[config.mk]
export PLATFORM = sky130hd
export DESIGN_NAME = note_judge
export DESIGN_NICKNAME = d
export VERILOG_FILES = /design/src/rtl/note_judge.sv
export SDC_FILE = /design/constraint.sdc
export NUM_CORES = 1
export LEC_CHECK = 0
export CORE_MARGIN = 10
export CORE_UTILIZATION = 40
export CTS_BUF_LIST = sky130_fd_sc_hd__clkbuf_4 sky130_fd_sc_hd__clkbuf_8 sky130_fd_sc_hd__clkbuf_16
export DETAILED_ROUTE_END_ITERATION = 12
export PLACE_DENSITY_LB_ADDON = 0.2
export SKIP_LAST_GASP = 1
export SYNTH_ARGS = -nofsm -noshare
export SYNTH_HDL_FRONTEND = slang
export SYNTH_SLANG_ARGS = --single-unit
[constraint.sdc]
create_clock -name clock -period 14.3 [get_ports clock]
set_clock_uncertainty 0.2 [all_clocks]
set_input_delay 3.575 -clock clock [delete_from_list [all_inputs] [get_ports clock]]
set_output_delay 3.575 -clock clock [all_outputs]
set_load 0.005 [all_outputs]
[src/rtl/note_judge.sv]
// Gameplay judging stage: walks a time-sorted note chart, judges arrow presses against the song timer and
// keeps score/combo. Define GHOST_PENALTY_EN to penalise stray presses with a GHOST judgement (code 3).
module note_judge #(
    parameter int ADDR_W      = 8,
    parameter int PERFECT_WIN = 2_500_000,
    parameter int GOOD_WIN    = 7_500_000,
    parameter int SCORE_W     = 16,
    parameter int PERFECT_PTS = 3,
    parameter int GOOD_PTS    = 1
) (
    input  logic               clock,
    input  logic               reset,
    input  logic               game_active,
    input  logic               paused,
    input  logic [63:0]        song_time,
    input  logic [3:0]         arrows,
    output logic [ADDR_W-1:0]  chart_addr,
    input  logic [34:0]        chart_data,
    output logic               judge_valid,
    output logic [1:0]         judge_result,
    output logic [1:0]         judge_lane,
    output logic [SCORE_W-1:0] score,
    output logic [9:0]         combo,
    output logic [9:0]         max_combo,
    output logic               chart_done
);

    localparam logic [2:0] S_IDLE     = 3'd0;
    localparam logic [2:0] S_FETCH    = 3'd1;
    localparam logic [2:0] S_WAIT_ROM = 3'd2;
    localparam logic [2:0] S_ARMED    = 3'd3;
    localparam logic [2:0] S_DONE     = 3'd4;

    localparam logic [1:0] RES_MISS    = 2'd0;
    localparam logic [1:0] RES_GOOD    = 2'd1;
    localparam logic [1:0] RES_PERFECT = 2'd2;

    localparam logic [63:0]        PERFECT_WIN_64 = 64'(PERFECT_WIN);
    localparam logic [63:0]        GOOD_WIN_64    = 64'(GOOD_WIN);
    localparam logic [SCORE_W-1:0] PERFECT_PTS_W  = SCORE_W'(PERFECT_PTS);
    localparam logic [SCORE_W-1:0] GOOD_PTS_W     = SCORE_W'(GOOD_PTS);
    localparam logic [9:0]         COMBO_MAX      = 10'd1023;
    localparam logic [ADDR_W-1:0]  ADDR_LAST      = {ADDR_W{1'b1}};

    function automatic logic [SCORE_W-1:0] sat_add(input logic [SCORE_W-1:0] a, input logic [SCORE_W-1:0] b);
        logic [SCORE_W:0] sum;
        sum = {1'b0, a} + {1'b0, b};
        if (sum[SCORE_W]) begin
            return {SCORE_W{1'b1}};
        end else begin
            return sum[SCORE_W-1:0];
        end
    endfunction

`ifdef GHOST_PENALTY_EN
    localparam logic [1:0] RES_GHOST = 2'd3;

    function automatic logic [1:0] lowest_lane(input logic [3:0] a);
        logic [1:0] lane;
        if (a[0]) begin
            lane = 2'd0;
        end else if (a[1]) begin
            lane = 2'd1;
        end else if (a[2]) begin
            lane = 2'd2;
        end else begin
            lane = 2'd3;
        end
        return lane;
    endfunction

    logic ghost_s;
`endif

    logic [2:0]         state_r;
    logic               game_active_d_r;
    logic [31:0]        note_time_r;
    logic [1:0]         note_lane_r;
    logic [63:0]        note_time64_s;
    logic [63:0]        dist_s;
    logic               press_s;
    logic               perfect_s;
    logic               good_s;
    logic               miss_s;
    logic               judged_s;
    logic [1:0]         result_s;
    logic [9:0]         combo_inc_s;
    logic [9:0]         max_next_s;
    logic [SCORE_W-1:0] score_inc_s;

    // Judgement of the armed note for this cycle; distance is done in 64 bits so late times never wrap.
    always_comb begin
        note_time64_s = {32'd0, note_time_r};
        if (song_time >= note_time64_s) begin
            dist_s = song_time - note_time64_s;
        end else begin
            dist_s = note_time64_s - song_time;
        end
        press_s   = arrows[note_lane_r];
        perfect_s = press_s && (dist_s <= PERFECT_WIN_64);
        good_s    = press_s && !perfect_s && (dist_s <= GOOD_WIN_64);
        miss_s    = !perfect_s && !good_s && (song_time > (note_time64_s + GOOD_WIN_64));
        judged_s  = perfect_s || good_s || miss_s;
        combo_inc_s = (combo == COMBO_MAX) ? COMBO_MAX : (combo + 10'd1);
        if (perfect_s) begin
            result_s    = RES_PERFECT;
            score_inc_s = sat_add(score, PERFECT_PTS_W);
        end else if (good_s) begin
            result_s    = RES_GOOD;
            score_inc_s = sat_add(score, GOOD_PTS_W);
        end else begin
            result_s    = RES_MISS;
            score_inc_s = score;
        end
        if (!miss_s && (combo_inc_s > max_combo)) begin
            max_next_s = combo_inc_s;
        end else begin
            max_next_s = max_combo;
        end
`ifdef GHOST_PENALTY_EN
        ghost_s = !judged_s && (arrows != 4'd0);
`endif
    end

    // Chart walker FSM plus registered score/combo/judgement outputs.
    always_ff @(posedge clock or posedge reset) begin
        if (reset) begin
            state_r         <= S_IDLE;
            game_active_d_r <= 1'b0;
            note_time_r     <= 32'd0;
            note_lane_r     <= 2'd0;
            chart_addr      <= {ADDR_W{1'b0}};
            judge_valid     <= 1'b0;
            judge_result    <= 2'd0;
            judge_lane      <= 2'd0;
            score           <= {SCORE_W{1'b0}};
            combo           <= 10'd0;
            max_combo       <= 10'd0;
            chart_done      <= 1'b0;
        end else begin
            game_active_d_r <= game_active;
            judge_valid     <= 1'b0;
            if ((state_r != S_IDLE) && !game_active) begin
                // results stay visible for the game-over screen
                state_r <= S_IDLE;
            end else begin
                case (state_r)
                    S_IDLE: begin
                        if (game_active && !game_active_d_r) begin
                            score      <= {SCORE_W{1'b0}};
                            combo      <= 10'd0;
                            max_combo  <= 10'd0;
                            chart_done <= 1'b0;
                            chart_addr <= {ADDR_W{1'b0}};
                            state_r    <= S_FETCH;
                        end
                    end
                    S_FETCH: begin
                        state_r <= S_WAIT_ROM;
                    end
                    S_WAIT_ROM: begin
                        if (!chart_data[34]) begin
                            chart_done <= 1'b1;
                            state_r    <= S_DONE;
                        end else begin
                            note_time_r <= chart_data[31:0];
                            note_lane_r <= chart_data[33:32];
                            state_r     <= S_ARMED;
                        end
                    end
                    S_ARMED: begin
                        if (!paused && judged_s) begin
                            judge_valid  <= 1'b1;
                            judge_result <= result_s;
                            judge_lane   <= note_lane_r;
                            score        <= score_inc_s;
                            combo        <= miss_s ? 10'd0 : combo_inc_s;
                            max_combo    <= max_next_s;
                            if (chart_addr == ADDR_LAST) begin
                                chart_done <= 1'b1;
                                state_r    <= S_DONE;
                            end else begin
                                chart_addr <= chart_addr + 1'b1;
                                state_r    <= S_FETCH;
                            end
`ifdef GHOST_PENALTY_EN
                        end else if (!paused && ghost_s) begin
                            judge_valid  <= 1'b1;
                            judge_result <= RES_GHOST;
                            judge_lane   <= lowest_lane(arrows);
                            combo        <= 10'd0;
`endif
                        end
                    end
                    S_DONE: begin
                        state_r <= S_DONE;
                    end
                    default: begin
                        state_r <= S_IDLE;
                    end
                endcase
            end
        end
    end

endmodule
==> summary.md, run 1 <==
| Metric | Value |
|---|---|
| Status | `complete, no violations` |
| CP Class | `in -> reg` |
| Final Cell Area | `roughly 0.014 sq mm` |
| Cell Pwr Density | `about 160 mW/mm^2` |
| Post-Synth Simple-Gate Area | `about a quarter` |
| Ys async rst share | `100%` |
| Internal power | `~1.0 mW` |
| Multiplexer area fraction after synthesis | `6.57%` |
| TritonCTS Buffers | `9` |
| Synthesized flop and latch total | `88` |
| DP Wirelength | `39900 um` |
| Initial antenna violation count | `0` |
| Vias per Instance | `between 6 and 7` |
| Final TNS setup | `0 ps` |
| Count of input and output buffers | `roughly 160` |
| Layout cells sized above 1 | `approximately 6.4%` |
| Clk_lat worst skew | `about 370 ps` |
| Clk root buf | `clkbuf_16` |
| Post-synthesis area per instance | `approximately 7.6 sq um` |
| Reg power frac | `17.2%` |
| Fillers | `2976` |
| Comb power frac | `roughly 72%` |
| Power share of the clock group | `about 11%` |
| Seq/Total Area, Yosys | `between 10% and 20%` |
| Post-Syn Instances | `around 1600` |
| Adder-cell area share of the yosys netlist | `between 10% and 20%` |
| Residual DRC | `0` |
| Total GRT Usage | `between 20% and 30%` |
| Max Cap Violations | `0` |
| Area contributors post-synth | `dfrtp_1 18%, ha_1 11%, a21oi_1 5.3%` |
| Clock transition at path regs | `80 ps` |
| Post-synth top flop | `dfrtp_1` |
| Ant diodes | `0` |
| Slew HR | `roughly 18%` |
| Post-synth EDFFs | `0` |
| Worst Path Max Fanout | `23` |
| Post-DP Area | `~0.014 sq mm` |
| Maximum root-to-sink buffer count | `2` |
| Max Transition Viols Final | `0` |
| Worst slew pin tran | `1190 ps` |
| CTS tree | `built` |
| Yosys cell types | `between 90 and 100` |
| Clk sinks | `88` |
| H-tree levels | `3` |
| Setup violators final | `0` |
| Psw | `approximately 1.2 mW` |
| Post-CTS Hold Buffers | `0` |
| Vias | `13274` |
| Peak Freq | `about 94 MHz` |
| Final Hold Viols | `0` |
| Die Span Y | `a little under 200 um` |
| P_leak | `a little under 6 nW` |
| HP Class | `reg -> reg` |
| Worst R2R Path Depth | `26` |
| Nets | `~1900` |
| Final ANT Viol Nets | `0` |
| Post-synth top cells | `147 x nand2_1, 130 x a21oi_1, 116 x nor2_1` |
| Top-count cell post-synth | `nand2_1` |
| Final worst path period need | `approximately 11000 ps` |
| Core area | `about 0.03 sq mm` |
| Share of the synthesized area in the top cell type | `a little under a fifth` |
| Synth warn | `0` |
| CP arrival | `approximately 11000 ps` |
| Grt total ovfl | `0` |
| Syn-to-layout area delta | `17.2%` |
| Post-synthesis compound-gate area fraction | `a little over a quarter` |
| Final Wtd Congestion | `between 0.9 and 1` |
| Worst Path Required | `14350 ps` |
| Startpoint class of the critical path | `input port` |
| Synth Area in XOR/XNOR | `roughly 4.7%` |
| First-pass GRT wire length | `between 70000 and 80000 um` |
| Die width | `195 um` |
| Critical Path End Type | `flip-flop` |
| Routed WL per cell | `~23 um` |
| Largest net degree at the start of global routing | `between 60 and 70` |
| Mapped Area | `~0.012 sq mm` |
| Hold path depth | `2` |
| Largest family of logic cells by synthesized area | `simple AND/OR/NAND/NOR gates` |
| Worst VDD drop | `approximately 0.000079 V` |
| Die area | `0.0379 sq mm` |
| RSZ-0062 raised after global routing | `no` |
| CTS-repair resized insts | `0` |
| Fin crit share | `74.4%` |
| DRT Wirelength | `a little under 50000 um` |
| Initial Utilization | `slightly above 40%` |
| # IOs | `about 160` |
| Iter 0 DRT Violations | `roughly 1500` |
| Drt first pass iters | `6` |
| Row count | `between 60 and 70` |
| Post-CTS setup buffer count | `0` |
| Largest area contributor in the netlist | `dfrtp_1` |
| Syn_nets | `1831` |
| Vias in the first global route | `12857` |
| Switching Share | `54.6%` |
-- flip-flops by register name, indices dropped and copies added, names as in the netlist --
name	flops
combo	10
game_active_d_r	1
judge_valid	1
score	16
note_lane_r	2
judge_lane	2
state_r	3
judge_result	2
chart_done	1
chart_addr	8
max_combo	10
note_time_r	32
-- final timing paths --
kind                                startpoint               to  slack, ps
worst max-delay path             song_time[31]     max_combo[9]       3660
worst min-delay path                chart_done       chart_done        300
worst max register to register  note_time_r[5]     max_combo[9]       6840
worst min register to register      chart_done       chart_done        300
max in group asynchronous                reset         score[5]       9370
min in group asynchronous                reset  note_time_r[26]       3350
-- cell type report --
cell class	count	area [sq um]	area share, %
tap	390	488	3.41
multi-input combinational	1347	9270	64.8
clock buffer	9	225	1.58
inverter	107	403	2.82
timing repair buffer	166	1640	11.4
clock inverter	7	75.1	0.525
sequential	88	2200	15.4
-- power by group through the flow --
stage	Sequential [mW]	Clock [mW]	Combinational (mW)
global route	0.403	0.269	1.79
global placement	0.393	0	1.58
finish	0.391	0.254	1.63
detailed placement	0.395	0	1.58
floorplan	0.366	0	1.14
CTS	0.390	0.260	1.59
-- cells by family (layout without fill, tap and decap cells) --
group           Yosys count  in the layout
buf+inv                 180            289
compound gates          488            488
mux                      71             71
flops                    88             88
fa+ha+maj               110            110
xor+xnor                 65             65
simple gates            613            613
-- worst max-delay path, cell delays in order --
cell,delay [ps]
clkdlybuf4s50_1,530
inv_1,60
ha_1,480
a21oi_1,540
o21ai_0,420
a221oi_2,660
nand4b_4,590
nor2_2,230
buf_4,400
mux2i_1,410
xor2_1,190
o311a_1,160
a311oi_1,270
o211a_2,330
o21bai_2,150
a21oi_1,780
or2_1,510
mux2_1,370
-- layer usage --
layer  share of wire [%]  track usage (%)  vias to the layer above  wire length (um)
li1                    -                -                     6245                 -
met1                  49             37.3                     6357             23800
met2                  40             35.1                      615             19800
met3                 9.2             5.71                       57              4530
met4                 1.9             5.74                        0               915
met5                   0                0                        -                 0
-- placed cells by master (no fill, tap or decap), drive strengths merged, types with 17 or more instances in the layout --
master,instances
clkdlybuf4s50,156
nand2,149
a21oi,130
nor2,118
inv,109
ha,107
o21ai,104
dfrtp,88
nand3,54
mux2,52
nand4,48
xnor2,44
nor3,38
nor4,35
a21o,29
o211ai,27
and2,26
and3,25
or4,25
o21a,24
xor2,21
nand2b,19
a211oi,18
a31oi,18
or3,18
mux2i,17
-- metrics by stage --
| stage | cells | setup slack (ps) | power, mW | utilization (%) | hold WS, ps |
|---|---|---|---|---|---|
| finish | 2114 | 3660 | 2.28 | 47.9 | 297 |
| global route | 2114 | 3520 | 2.46 | 47.9 | 335 |
| CTS | 2114 | 3930 | 2.24 | 47.9 | 298 |
| detailed placement | 2098 | 3570 | 1.97 | 46.9 | 281 |
| global placement | 2098 | 3550 | 1.97 | 46.9 | 266 |
| floorplan | 1615 | 5890 | 1.50 | - | 260 |
No activity file was read; power rests on OpenSTA's default activity.
==> run 2, diff against run 1 <==
clock period = 9.43 ns   (was 14.3 ns; I/O delays follow)
==> summary.md, run 2 (synthesis gave the netlist of run 1 again) <==
| Metric | Value |
|---|---|
| H-tree levels | `3 (unchanged)` |
| Layout cells sized above 1 | `7.93% (was 6.44%)` |
| Reg power frac | `16.9% (was 17.2%)` |
| Area occupied by multi-input gates | `0.00926 sq mm (was 0.00927 sq mm)` |
| Ant diodes | `0 (unchanged)` |
| Comb power frac | `72.8% (was 71.7%)` |
| Final TNS setup | `0 ps (unchanged)` |
| Fin crit share | `about nine tenths` |
| Switching Share | `54.6% (about the same)` |
| Register area | `0.00220 sq mm (unchanged)` |
| Util after Layout | `48.5% (was 47.9%)` |
| Grt total ovfl | `0 (unchanged)` |
| Regs by FF count | `note_time_r: 32 flops, score: 16 flops (unchanged)` |
| DRT Wirelength | `50900 um (was 49000 um)` |
| Clk sinks | `88 (unchanged)` |
| Clk root buf | `clkbuf_16 (unchanged)` |
| Iter 0 DRT Violations | `1487 (was 1459)` |
| Status | `complete, no violations (unchanged)` |
| P_leak | `5.94 nW (was 5.80 nW)` |
| Worst Path Required | `9490 ps (was 14350 ps)` |
| CP Class | `in -> reg (unchanged)` |
| Max Transition Viols Final | `0 (unchanged)` |
| Syn-to-layout area delta | `18.8% (was 17.2%)` |
| CTS-repair resized insts | `0 (unchanged)` |
| RSZ-0062 raised after global routing | `no (unchanged)` |
| Largest Register | `note_time_r (unchanged)` |
| Final Hold Viols | `0 (unchanged)` |
| Core area | `0.0299 sq mm (unchanged)` |
| Vias in the first global route | `12730 (was 12857)` |
| Setup violators final | `0 (unchanged)` |
| Slew HR | `35.0% (was 18.3%)` |
| Nets | `1964 (was 1935)` |
| Worst VDD drop | `0.000174 V (was 0.0000793 V)` |
| Drt first pass iters | `5 (was 6)` |
| Hold path depth | `2 (unchanged)` |
| Hold Path Sink | `judge_result[0] (was chart_done)` |
| Vias | `13486 (was 13274)` |
| Post-DP Area | `0.0142 sq mm (was 0.0140 sq mm)` |
| Fillers | `2973 (was 2976)` |
| Max Cap Violations | `0 (unchanged)` |
| Die area | `0.0379 sq mm (unchanged)` |
| Worst Path Max Fanout | `11 (was 23)` |
| Max reg flops | `32 (unchanged)` |
| Cell Pwr Density | `243 mW/mm^2 (was 159 mW/mm^2)` |
| CP arrival | `8550 ps (was 10690 ps)` |
| Hold Startpoint | `judge_result[0] (was chart_done)` |
| CTS tree | `built (unchanged)` |
| Worst slew pin tran | `950 ps (was 1190 ps)` |
| Most frequent cells in the layout | `156 x clkdlybuf4s50_1, 146 x nand2_1, 130 x a21oi_1 (unchanged)` |
| Critical Path End Type | `flip-flop (unchanged)` |
| Vias per Instance | `6.29 (was 6.28)` |
| TritonCTS Buffers | `9 (unchanged)` |
| Routed WL per cell | `23.8 um (was 23.2 um)` |
| Final worst path period need | `8490 ps` |
| DP Wirelength | `42000 um (was 39900 um)` |
| Post-CTS Hold Buffers | `0 (unchanged)` |
| Worst R2R Path Depth | `25 (was 26)` |
| # IOs | `157 (unchanged)` |
| Residual DRC | `0 (unchanged)` |
| PnR worst setup slack | `936 ps (was 3660 ps)` |
| Maximum root-to-sink buffer count | `2 (unchanged)` |
| R2r setup slk | `2640 ps (was 6840 ps)` |
| Peak Freq | `about 120 MHz` |
| Power share of the clock group | `10.3% (was 11.1%)` |
| Total GRT Usage | `25.8% (was 25.0%)` |
| Final ANT Viol Nets | `0 (unchanged)` |
| Clock transition at path regs | `70 ps (was 80 ps)` |
| First-pass GRT wire length | `78400 um (was 76700 um)` |
| Initial antenna violation count | `0 (unchanged)` |
| Count of input and output buffers | `156 (unchanged)` |
| Row count | `63 (unchanged)` |
| HP Class | `reg -> reg (unchanged)` |
| Post-CTS setup buffer count | `0 (unchanged)` |
| Commonest non-fill, non-tap cell in the layout | `clkdlybuf4s50_1 (unchanged)` |
| Die width | `195 um (unchanged)` |
| Die Span Y | `195 um (unchanged)` |
| Clk_lat worst skew | `380 ps (was 370 ps)` |
| Worst R2R Start | `note_time_r[5] (unchanged)` |
| Largest net degree at the start of global routing | `61 (was 62)` |
| Psw | `1.93 mW (was 1.24 mW)` |
| Final Cell Area | `0.0145 sq mm (was 0.0143 sq mm)` |
| Internal power | `1.60 mW (was 1.03 mW)` |
| Initial Utilization | `40.8% (unchanged)` |
| Final Wtd Congestion | `1.00 (was 0.982)` |
| FF-to-FF End | `max_combo[1] (was max_combo[9])` |
| Startpoint class of the critical path | `input port (unchanged)` |
| Placement Setup Slack | `651 ps (was 3570 ps)` |
run 2: cell count changes in the layout (fill, tap and decap cells not counted), sizes merged:
cell / delta
inv: -1
clkinv: +1
buf: +29
run 2: worst max-delay path, stage by stage:
cell and delay (ps):
clkdlybuf4s50_1 540, inv_1 60, ha_1 470, a21oi_1 390, o21ai_0 270, a221oi_2 660
nand4b_4 160, nor2_2 620, mux2i_1 400, xnor2_1 180, or3_1 390, or4_1 510
o211a_2 220, o21ai_0 360, a31oi_1 130, or2_1 440, mux2_1 380
run 2: cell type report:
class / count / area share [%]
inverters: 107 / 2.78
repair buffers: 195 / 12.8
clock buffers: 9 / 1.55
multi-input cells: 1347 / 63.9
flip-flops and latches: 88 / 15.2
well taps: 390 / 3.37
clock inverters: 7 / 0.380
run 2: per-stage QoR:
stage	hold WS (ps)	cells	total power, mW
floorplan	260	1615	2.28
global placement	272	2127	3.08
detailed placement	274	2127	3.09
CTS	290	2143	3.47
global route	327	2143	3.80
finish	283	2143	3.53
run 2: layer usage:
metal | track usage [%] | share of wire [%] | up-vias
li1 | - | - | 6306
met3 | 5.30 | 8.7 | 43
met5 | 0 | 0 | -
met1 | 39.6 | 50 | 6536
met2 | 35.7 | 40 | 601
met4 | 5.28 | 1.4 | 0
run 2: worst max-delay path by stage:
stage / startpoint / endpoint / slack [ps] / cells past startpoint
after floorplan: song_time[0] / score[11] / 2240 / 19
after global placement: song_time[27] / max_combo[6] / 770 / 17
after detailed placement: song_time[31] / max_combo[6] / 650 / 18
after CTS: song_time[31] / max_combo[4] / 1060 / 18
after global routing: song_time[31] / max_combo[0] / 550 / 18
final: song_time[27] / max_combo[1] / 940 / 17
run 2: power by group through the flow:
| stage | Clock, mW | Combinational [mW] | Sequential (mW) |
|---|---|---|---|
| final | 0.363 | 2.57 | 0.596 |
| after global routing | 0.388 | 2.79 | 0.615 |
| after CTS | 0.373 | 2.50 | 0.595 |
| after detailed placement | 0 | 2.49 | 0.602 |
| after global placement | 0 | 2.48 | 0.597 |
| after floorplan | 0 | 1.72 | 0.555 |
